### src/rtl/audio_mixer_mac_if.sv
// audio_mixer_mac_if: sample/gain inputs and stereo result bus of the MAC mixer
interface audio_mixer_mac_if #(
  parameter int NUM_CH = 8,
  parameter int IN_W   = 16,
  parameter int VOL_W  = 8,
  parameter int OUT_W  = 16
);
  logic                    sample_stb;
  logic [NUM_CH*IN_W-1:0]  ch_data;
  logic [NUM_CH*VOL_W-1:0] gain_l;
  logic [NUM_CH*VOL_W-1:0] gain_r;
  logic                    mute;
  logic                    overrun_clr;
  logic                    busy;
  logic                    audio_valid;
  logic [OUT_W-1:0]        audio_l;
  logic [OUT_W-1:0]        audio_r;
  logic                    clip_l;
  logic                    clip_r;
  logic                    overrun;
  modport master (
    output sample_stb, ch_data, gain_l, gain_r, mute, overrun_clr,
    input  busy, audio_valid, audio_l, audio_r, clip_l, clip_r, overrun
  );
  modport slave (
    input  sample_stb, ch_data, gain_l, gain_r, mute, overrun_clr,
    output busy, audio_valid, audio_l, audio_r, clip_l, clip_r, overrun
  );
endinterface

### src/rtl/audio_mixer_mac.sv
// audio_mixer_mac: time-multiplexed per-channel L/R gain MAC with saturating stereo output
module audio_mixer_mac #(
  parameter int NUM_CH = 8,
  parameter int IN_W   = 16,
  parameter int VOL_W  = 8,
  parameter int OUT_W  = 16
) (
  input logic             clk,
  input logic             reset_n,
  audio_mixer_mac_if.slave bus
);
  localparam int IW = $clog2(NUM_CH);
  localparam int AW = IN_W + VOL_W + IW + 1;
  localparam int PW = IN_W + VOL_W + 1;
  localparam logic signed [AW-1:0] MAXV = {{(AW-OUT_W+1){1'b0}}, {(OUT_W-1){1'b1}}};
  localparam logic signed [AW-1:0] MINV = {{(AW-OUT_W+1){1'b1}}, {(OUT_W-1){1'b0}}};
  typedef enum logic [1:0] {IDLE, ACC, DONE} state_t;
  state_t                  state, state_nxt;
  logic [IW-1:0]           idx;
  logic [NUM_CH*IN_W-1:0]  ch_q;
  logic [NUM_CH*VOL_W-1:0] gl_q, gr_q;
  logic signed [AW-1:0]    acc_l, acc_r;
  logic signed [PW-1:0]    prod_l, prod_r;
  logic [OUT_W:0]          sat_l, sat_r;
  logic                    start;
  // {clip, value}: floor-shift back to unity scale, then clamp to the output range
  function automatic logic [OUT_W:0] sat(input logic signed [AW-1:0] a);
    logic signed [AW-1:0] s;
    s = a >>> (VOL_W - 1);
    return s > MAXV ? {1'b1, MAXV[OUT_W-1:0]} :
           s < MINV ? {1'b1, MINV[OUT_W-1:0]} : {1'b0, s[OUT_W-1:0]};
  endfunction
  // state register
  always_ff @(posedge clk)
    state <= !reset_n ? IDLE : state_nxt;
  // next state: one channel per cycle in ACC, single result cycle in DONE
  always_comb
    state_nxt = state == IDLE ? (bus.sample_stb ? ACC : IDLE) :
                state == ACC  ? (idx == IW'(NUM_CH - 1) ? DONE : ACC) : IDLE;
  // outputs decoded from state
  always_comb begin
    bus.busy = state != IDLE;
    start    = state == IDLE && bus.sample_stb;
  end
  // signed sample times zero-extended gain for the channel under idx
  always_comb begin
    prod_l = $signed(ch_q[idx*IN_W +: IN_W]) * $signed({1'b0, gl_q[idx*VOL_W +: VOL_W]});
    prod_r = $signed(ch_q[idx*IN_W +: IN_W]) * $signed({1'b0, gr_q[idx*VOL_W +: VOL_W]});
    sat_l  = sat(acc_l);
    sat_r  = sat(acc_r);
  end
  // snapshot, accumulate and publish the frame result
  always_ff @(posedge clk) begin
    if (!reset_n) begin
      idx             <= '0;
      ch_q            <= '0;
      gl_q            <= '0;
      gr_q            <= '0;
      acc_l           <= '0;
      acc_r           <= '0;
      bus.audio_valid <= 1'b0;
      bus.audio_l     <= '0;
      bus.audio_r     <= '0;
      bus.clip_l      <= 1'b0;
      bus.clip_r      <= 1'b0;
    end else begin
      bus.audio_valid <= 1'b0;
      if (start) begin
        ch_q  <= bus.ch_data;
        gl_q  <= bus.gain_l;
        gr_q  <= bus.gain_r;
        acc_l <= '0;
        acc_r <= '0;
        idx   <= '0;
      end
      if (state == ACC) begin
        acc_l <= acc_l + AW'(prod_l);
        acc_r <= acc_r + AW'(prod_r);
        idx   <= idx + IW'(1);
      end
      if (state == DONE) begin
        bus.audio_valid <= 1'b1;
        bus.audio_l     <= bus.mute ? '0 : sat_l[OUT_W-1:0];
        bus.audio_r     <= bus.mute ? '0 : sat_r[OUT_W-1:0];
        bus.clip_l      <= !bus.mute && sat_l[OUT_W];
        bus.clip_r      <= !bus.mute && sat_r[OUT_W];
      end
    end
  end
  // sticky overrun: a strobe during a frame; setting wins over clearing
  always_ff @(posedge clk)
    bus.overrun <= !reset_n ? 1'b0 : (bus.sample_stb && bus.busy) ? 1'b1 :
                   bus.overrun_clr ? 1'b0 : bus.overrun;
endmodule

### src/flat_wrapper.sv
// flat-port wrapper written by rule: the top's interface ports become plain ports
module audio_mixer_mac_flat 
#(
  parameter int NUM_CH = 8,
  parameter int IN_W   = 16,
  parameter int VOL_W  = 8,
  parameter int OUT_W  = 16
)
  (clk, reset_n, bus_sample_stb, bus_ch_data, bus_gain_l, bus_gain_r, bus_mute, bus_overrun_clr, bus_busy, bus_audio_valid, bus_audio_l, bus_audio_r, bus_clip_l, bus_clip_r, bus_overrun);
  audio_mixer_mac_if #(.NUM_CH(NUM_CH), .IN_W(IN_W), .VOL_W(VOL_W), .OUT_W(OUT_W)) bus_i ();
  input logic clk;
  input logic reset_n;
  input wire logic [$bits(bus_i.sample_stb)-1:0] bus_sample_stb;
  input wire logic [$bits(bus_i.ch_data)-1:0] bus_ch_data;
  input wire logic [$bits(bus_i.gain_l)-1:0] bus_gain_l;
  input wire logic [$bits(bus_i.gain_r)-1:0] bus_gain_r;
  input wire logic [$bits(bus_i.mute)-1:0] bus_mute;
  input wire logic [$bits(bus_i.overrun_clr)-1:0] bus_overrun_clr;
  output wire logic [$bits(bus_i.busy)-1:0] bus_busy;
  output wire logic [$bits(bus_i.audio_valid)-1:0] bus_audio_valid;
  output wire logic [$bits(bus_i.audio_l)-1:0] bus_audio_l;
  output wire logic [$bits(bus_i.audio_r)-1:0] bus_audio_r;
  output wire logic [$bits(bus_i.clip_l)-1:0] bus_clip_l;
  output wire logic [$bits(bus_i.clip_r)-1:0] bus_clip_r;
  output wire logic [$bits(bus_i.overrun)-1:0] bus_overrun;
  assign bus_i.sample_stb = bus_sample_stb;
  assign bus_i.ch_data = bus_ch_data;
  assign bus_i.gain_l = bus_gain_l;
  assign bus_i.gain_r = bus_gain_r;
  assign bus_i.mute = bus_mute;
  assign bus_i.overrun_clr = bus_overrun_clr;
  assign bus_busy = bus_i.busy;
  assign bus_audio_valid = bus_i.audio_valid;
  assign bus_audio_l = bus_i.audio_l;
  assign bus_audio_r = bus_i.audio_r;
  assign bus_clip_l = bus_i.clip_l;
  assign bus_clip_r = bus_i.clip_r;
  assign bus_overrun = bus_i.overrun;
  audio_mixer_mac #(.NUM_CH(NUM_CH), .IN_W(IN_W), .VOL_W(VOL_W), .OUT_W(OUT_W)) u_core (.clk(clk), .reset_n(reset_n), .bus(bus_i));
endmodule
### config.mk
export PLATFORM = sky130hd
export DESIGN_NAME = audio_mixer_mac_flat
export DESIGN_NICKNAME = d
export VERILOG_FILES = /design/src/rtl/audio_mixer_mac_if.sv /design/src/rtl/audio_mixer_mac.sv /design/src/flat_wrapper.sv
export SDC_FILE = /design/constraint.sdc
export NUM_CORES = 2
export LEC_CHECK = 0
export BUFFER_PORTS_ARGS = -buffer_cell sky130_fd_sc_hd__buf_2
export CORE_UTILIZATION = 25
export CTS_BUF_LIST = sky130_fd_sc_hd__clkbuf_4
export CTS_CLUSTER_DIAMETER = 40
export DETAILED_ROUTE_END_ITERATION = 12
export HOLD_SLACK_MARGIN = 0.15
export PLACE_DENSITY_LB_ADDON = 0.3
export SLEW_MARGIN = 10
export SYNTH_ARGS = -nofsm -noshare
export SYNTH_HDL_FRONTEND = slang
export SYNTH_SLANG_ARGS = --single-unit
### constraint.sdc
create_clock -name clk -period 7.6 [get_ports clk]
set_input_delay 1.52 -clock clk [delete_from_list [all_inputs] [get_ports clk]]
set_output_delay 1.52 -clock clk [all_outputs]
set_load 0.05 [all_outputs]
==> flow_summary.ini <==
[run_status]
status = complete, no violations

[placed_design]
portBuffers = 297
routabilityCongestion = 0.839
hpwl_um = 58600
dp_cells = 4478
placed_area_um2 = 28200
pre_cts_ws_ps = 358

[pwr]
p_sw_share_pct = 32.7
internal_power_mw = 3.30
ir_drop_v = 0.000101
powerDensity_nw_per_um2 = 166
p_sw_mw = 1.61
pwr-share-clk_pct = 38.1
finalPower_mw = 4.91
p_seq_share_pct = 41.1
leakagePower_nw = 13.5
pwr-share-comb_pct = 20.8

[synth]
synth_top_area_share_pct = 28.1
netlist_instances = 2992
synth_area_per_cell_um2 = 8.41
synth_compound_area_share_pct = 11.7
ys.warnings.count = 0
synth_area_leaders = dfxtp_1, fa_1, nand2_1
synth_edf_count = 0
synth_top_family_by_area = adder cells
synth_area_um2 = 25200
yosysSeqAreaShare_pct = 28.1
synthSimpleGateAreaFrac_pct = 16.1
ys_types = 65
synthAdderAreaFrac_pct = 26.5
synth_xor_area_share_pct = 1.46
postSynth.asyncResetShare_pct = 0
ys_seq_elements = 353
muxShareOfSynthArea_pct = 7.62
ys.flop_type = dfxtp_1
synth_area_leader_cell = dfxtp_1
synth_nets = 3633

[clocking]
cts_sinks = 353
cts_resized = 0
cts_max_level = 3
cts.hold.buffers_added = 0
clk_pin_slew_ps = 60
cts_setup_buffers = 0
cts_tree = built
insertion_delay_ps = 900
cts_buffers = 104
cts.path.max_buffers = 3
cts_root_buffer = clkbuf_4

[layout]
fin_area_um2 = 29500
utilization_pct = 29.6
area_growth_syn_to_layout_pct = 17.4
final_cells = 4668
drive_above_1_share_pct = 18.4
nets = 3927

[timing]
final.period_utilization_pct = 94.3
tns_ps = 0
slew_viol_final = 0
slew-limit-headroom_pct = 24.3
max_freq_mhz = 140
finalSetupViolations = 0
final_hold_viol_count = 0
whs_ps = 448
worst_slew_pin_slew_ps = 1140
rsz0062_at_grt = false
min_period_ps = 7170
setup_slack_ps = 432
skew_ps = 100

[worst_hold_path]
hp-start = u_core.bus.audio_l[1]$_SDFFE_PN0P_
hold_end = u_core.bus.audio_l[1]$_SDFFE_PN0P_
hold_class = flop to flop
holdPathStages = 2

[setup_path]
critPathKind = flop to flop
cp.required_ps = 8380
rr_startpoint = u_core.idx[0]$_SDFFE_PN0P_
ff2ff_setup_slack_ps = 430
timing.rr.end = u_core.acc_l[27]$_SDFFE_PN0P_
cp_cell_sequence = buf_12, buf_4, mux4_2, mux2i_1, buf_4, nor2_1, fa_1, inv_1, fa_1, inv_1, fa_1, fa_1, inv_1, fa_1, inv_1, ha_1, a2111oi_0, a211oi_1, o21ai_1, a21oi_1, a31oi_1, mux2_2, o311ai_1
crit_slowest_cell = a2111oi_0
worstPathMaxFanout = 17
worstPathArrival_ps = 7950
cpPeakStageDelay_ps = 650
start_kind = flop
cp-end-kind = flop
reg2regPathDepth = 23
path_common_cell = fa_1

[drt]
vias = 20719
drc = 0
drt_wl_total_um = 75600
antenna_left = 0
routedWlPerCell_um = 16.2
dr.first_iter.drc_count = 1361
dr.pass1.iters = 5
viasPerCell = 4.44

[floorplanning]
dieWidth_um = 319
die_h_um = 319
num_io_pins = 298
initial_utilization_pct = 25.2
fp-row-count = 116
fp.dieArea_um2 = 102000
core_um2 = 99900

[global_route]
grt_pass1_wl_um = 120000
grt-ovfl-total = 0
antenna_found_initial = 5
grt_pass1_vias = 21006
grt_max_degree = 252
grt_usage_pct = 14.9

[job]
max_cap_viol_count = 0
-- cells in the mapped netlist (3+ instances only) --
library cell and number:
ha_1 124, xor2_1 22, o21bai_1 4, a21o_1 23, nor3_1 11, dfxtp_1 353
nor2_1 172, buf_2 10, xnor2_1 20, or3_1 6, and2_1 8, o21a_1 6
inv_1 402, nand2b_1 18, o31ai_1 3, clkbuf_1 144, buf_1 7, nand2_1 721
nand4_1 8, mux4_2 64, nor2b_1 15, nand3_1 37, mux2_2 21, mux2i_1 24
a211oi_1 7, a211o_1 3, o21ai_0 80, a31oi_1 16, a21oi_1 354, and3_1 5
fa_1 256, nor4_1 3, o211ai_1 5, or2_2 4
-- critical path, delay by kind of cell, from the launching register on --
kind | cells | cell delay (ps)
DFF | 1 | 580
and+or+nand+nor | 1 | 80
AOI/OAI and AO/OA | 6 | 1720
buffers and inverters | 7 | 810
adders and majority gates | 6 | 2840
muxes | 3 | 1020
-- cells in the final DEF (no fill, tap or decap), types with 17 or more instances in the layout --
master,netlist,final
nand2_1,721,720
inv_1,402,402
a21oi_1,354,354
dfxtp_1,353,350
buf_2,10,297
fa_1,256,256
nor2_1,172,172
clkbuf_4,0,151
ha_1,124,124
o21ai_0,80,80
mux4_2,64,64
buf_4,1,48
nand3_1,37,37
mux2i_1,24,24
a21o_1,23,23
clkinv_1,1,23
xor2_1,22,22
mux2_2,21,21
xnor2_1,20,20
nand2b_1,18,17
-- logic make-up after synthesis --
family / Yosys count
AOI/OAI and AO/OA: 531
xor gates and xnor gates: 42
adders and majority gates: 380
buffers and inverters: 565
DFF: 353
muxes: 109
and+or+nand+nor: 1012
-- layer usage --
layer  global-route usage, %  up-vias  wire, µm
met1                    20.6     9938     36100
li1                        -    10226         -
met2                    24.0      441     34700
met3                    2.11      108      3250
met5                       0        -        45
met4                    4.15        6      1460
-- final cells by class --
cell class              count  area (µm²)
inverters                 403        1520
clock buffers             151        1130
flip-flops and latches    353        7080
fillers                 10790       70300
well taps                1298        1620
diodes                      2        5.00
repair buffers            350        1950
clock inverters            37         245
multi-input cells        2074       16000
-- flip-flops by register name, indices dropped and copies added (netlist names) --
register / cells
u_core.acc_l: 28
u_core.ch_q: 128
u_core.bus.clip_l: 1
u_core.bus.audio_l: 16
u_core.state: 2
u_core.idx: 3
u_core.gr_q: 64
u_core.bus.audio_valid: 1
u_core.bus.overrun: 1
u_core.bus.audio_r: 16
u_core.gl_q: 64
u_core.acc_r: 28
u_core.bus.clip_r: 1
-- power by group through the flow --
stage	combinational (mW)	clock, mW	sequential, mW
after floorplan	0.712	0	2.03
after global placement	1.02	0	2.06
after detailed placement	1.03	0	2.06
after CTS	1.03	1.94	2.02
after global routing	1.16	2.05	2.03
final	1.02	1.87	2.02
-- how the worst max path moves through the flow --
| stage | from | endpoint | slack, ps | cells past startpoint |
|---|---|---|---|---|
| floorplan | u_core.idx[0]$_SDFFE_PN0P_ | u_core.acc_l[27]$_SDFFE_PN0P_ | 820 | 22 |
| global placement | u_core.idx[0]$_SDFFE_PN0P_ | u_core.acc_l[27]$_SDFFE_PN0P_ | 400 | 23 |
| detailed placement | u_core.idx[0]$_SDFFE_PN0P_ | u_core.acc_l[27]$_SDFFE_PN0P_ | 360 | 23 |
| CTS | u_core.idx[0]$_SDFFE_PN0P_ | u_core.acc_l[27]$_SDFFE_PN0P_ | 340 | 23 |
| global route | u_core.idx[0]$_SDFFE_PN0P_ | u_core.acc_l[27]$_SDFFE_PN0P_ | 6 | 23 |
| finish | u_core.idx[0]$_SDFFE_PN0P_ | u_core.acc_l[27]$_SDFFE_PN0P_ | 430 | 23 |
Note: power is estimated with default switching activity, not from simulation.
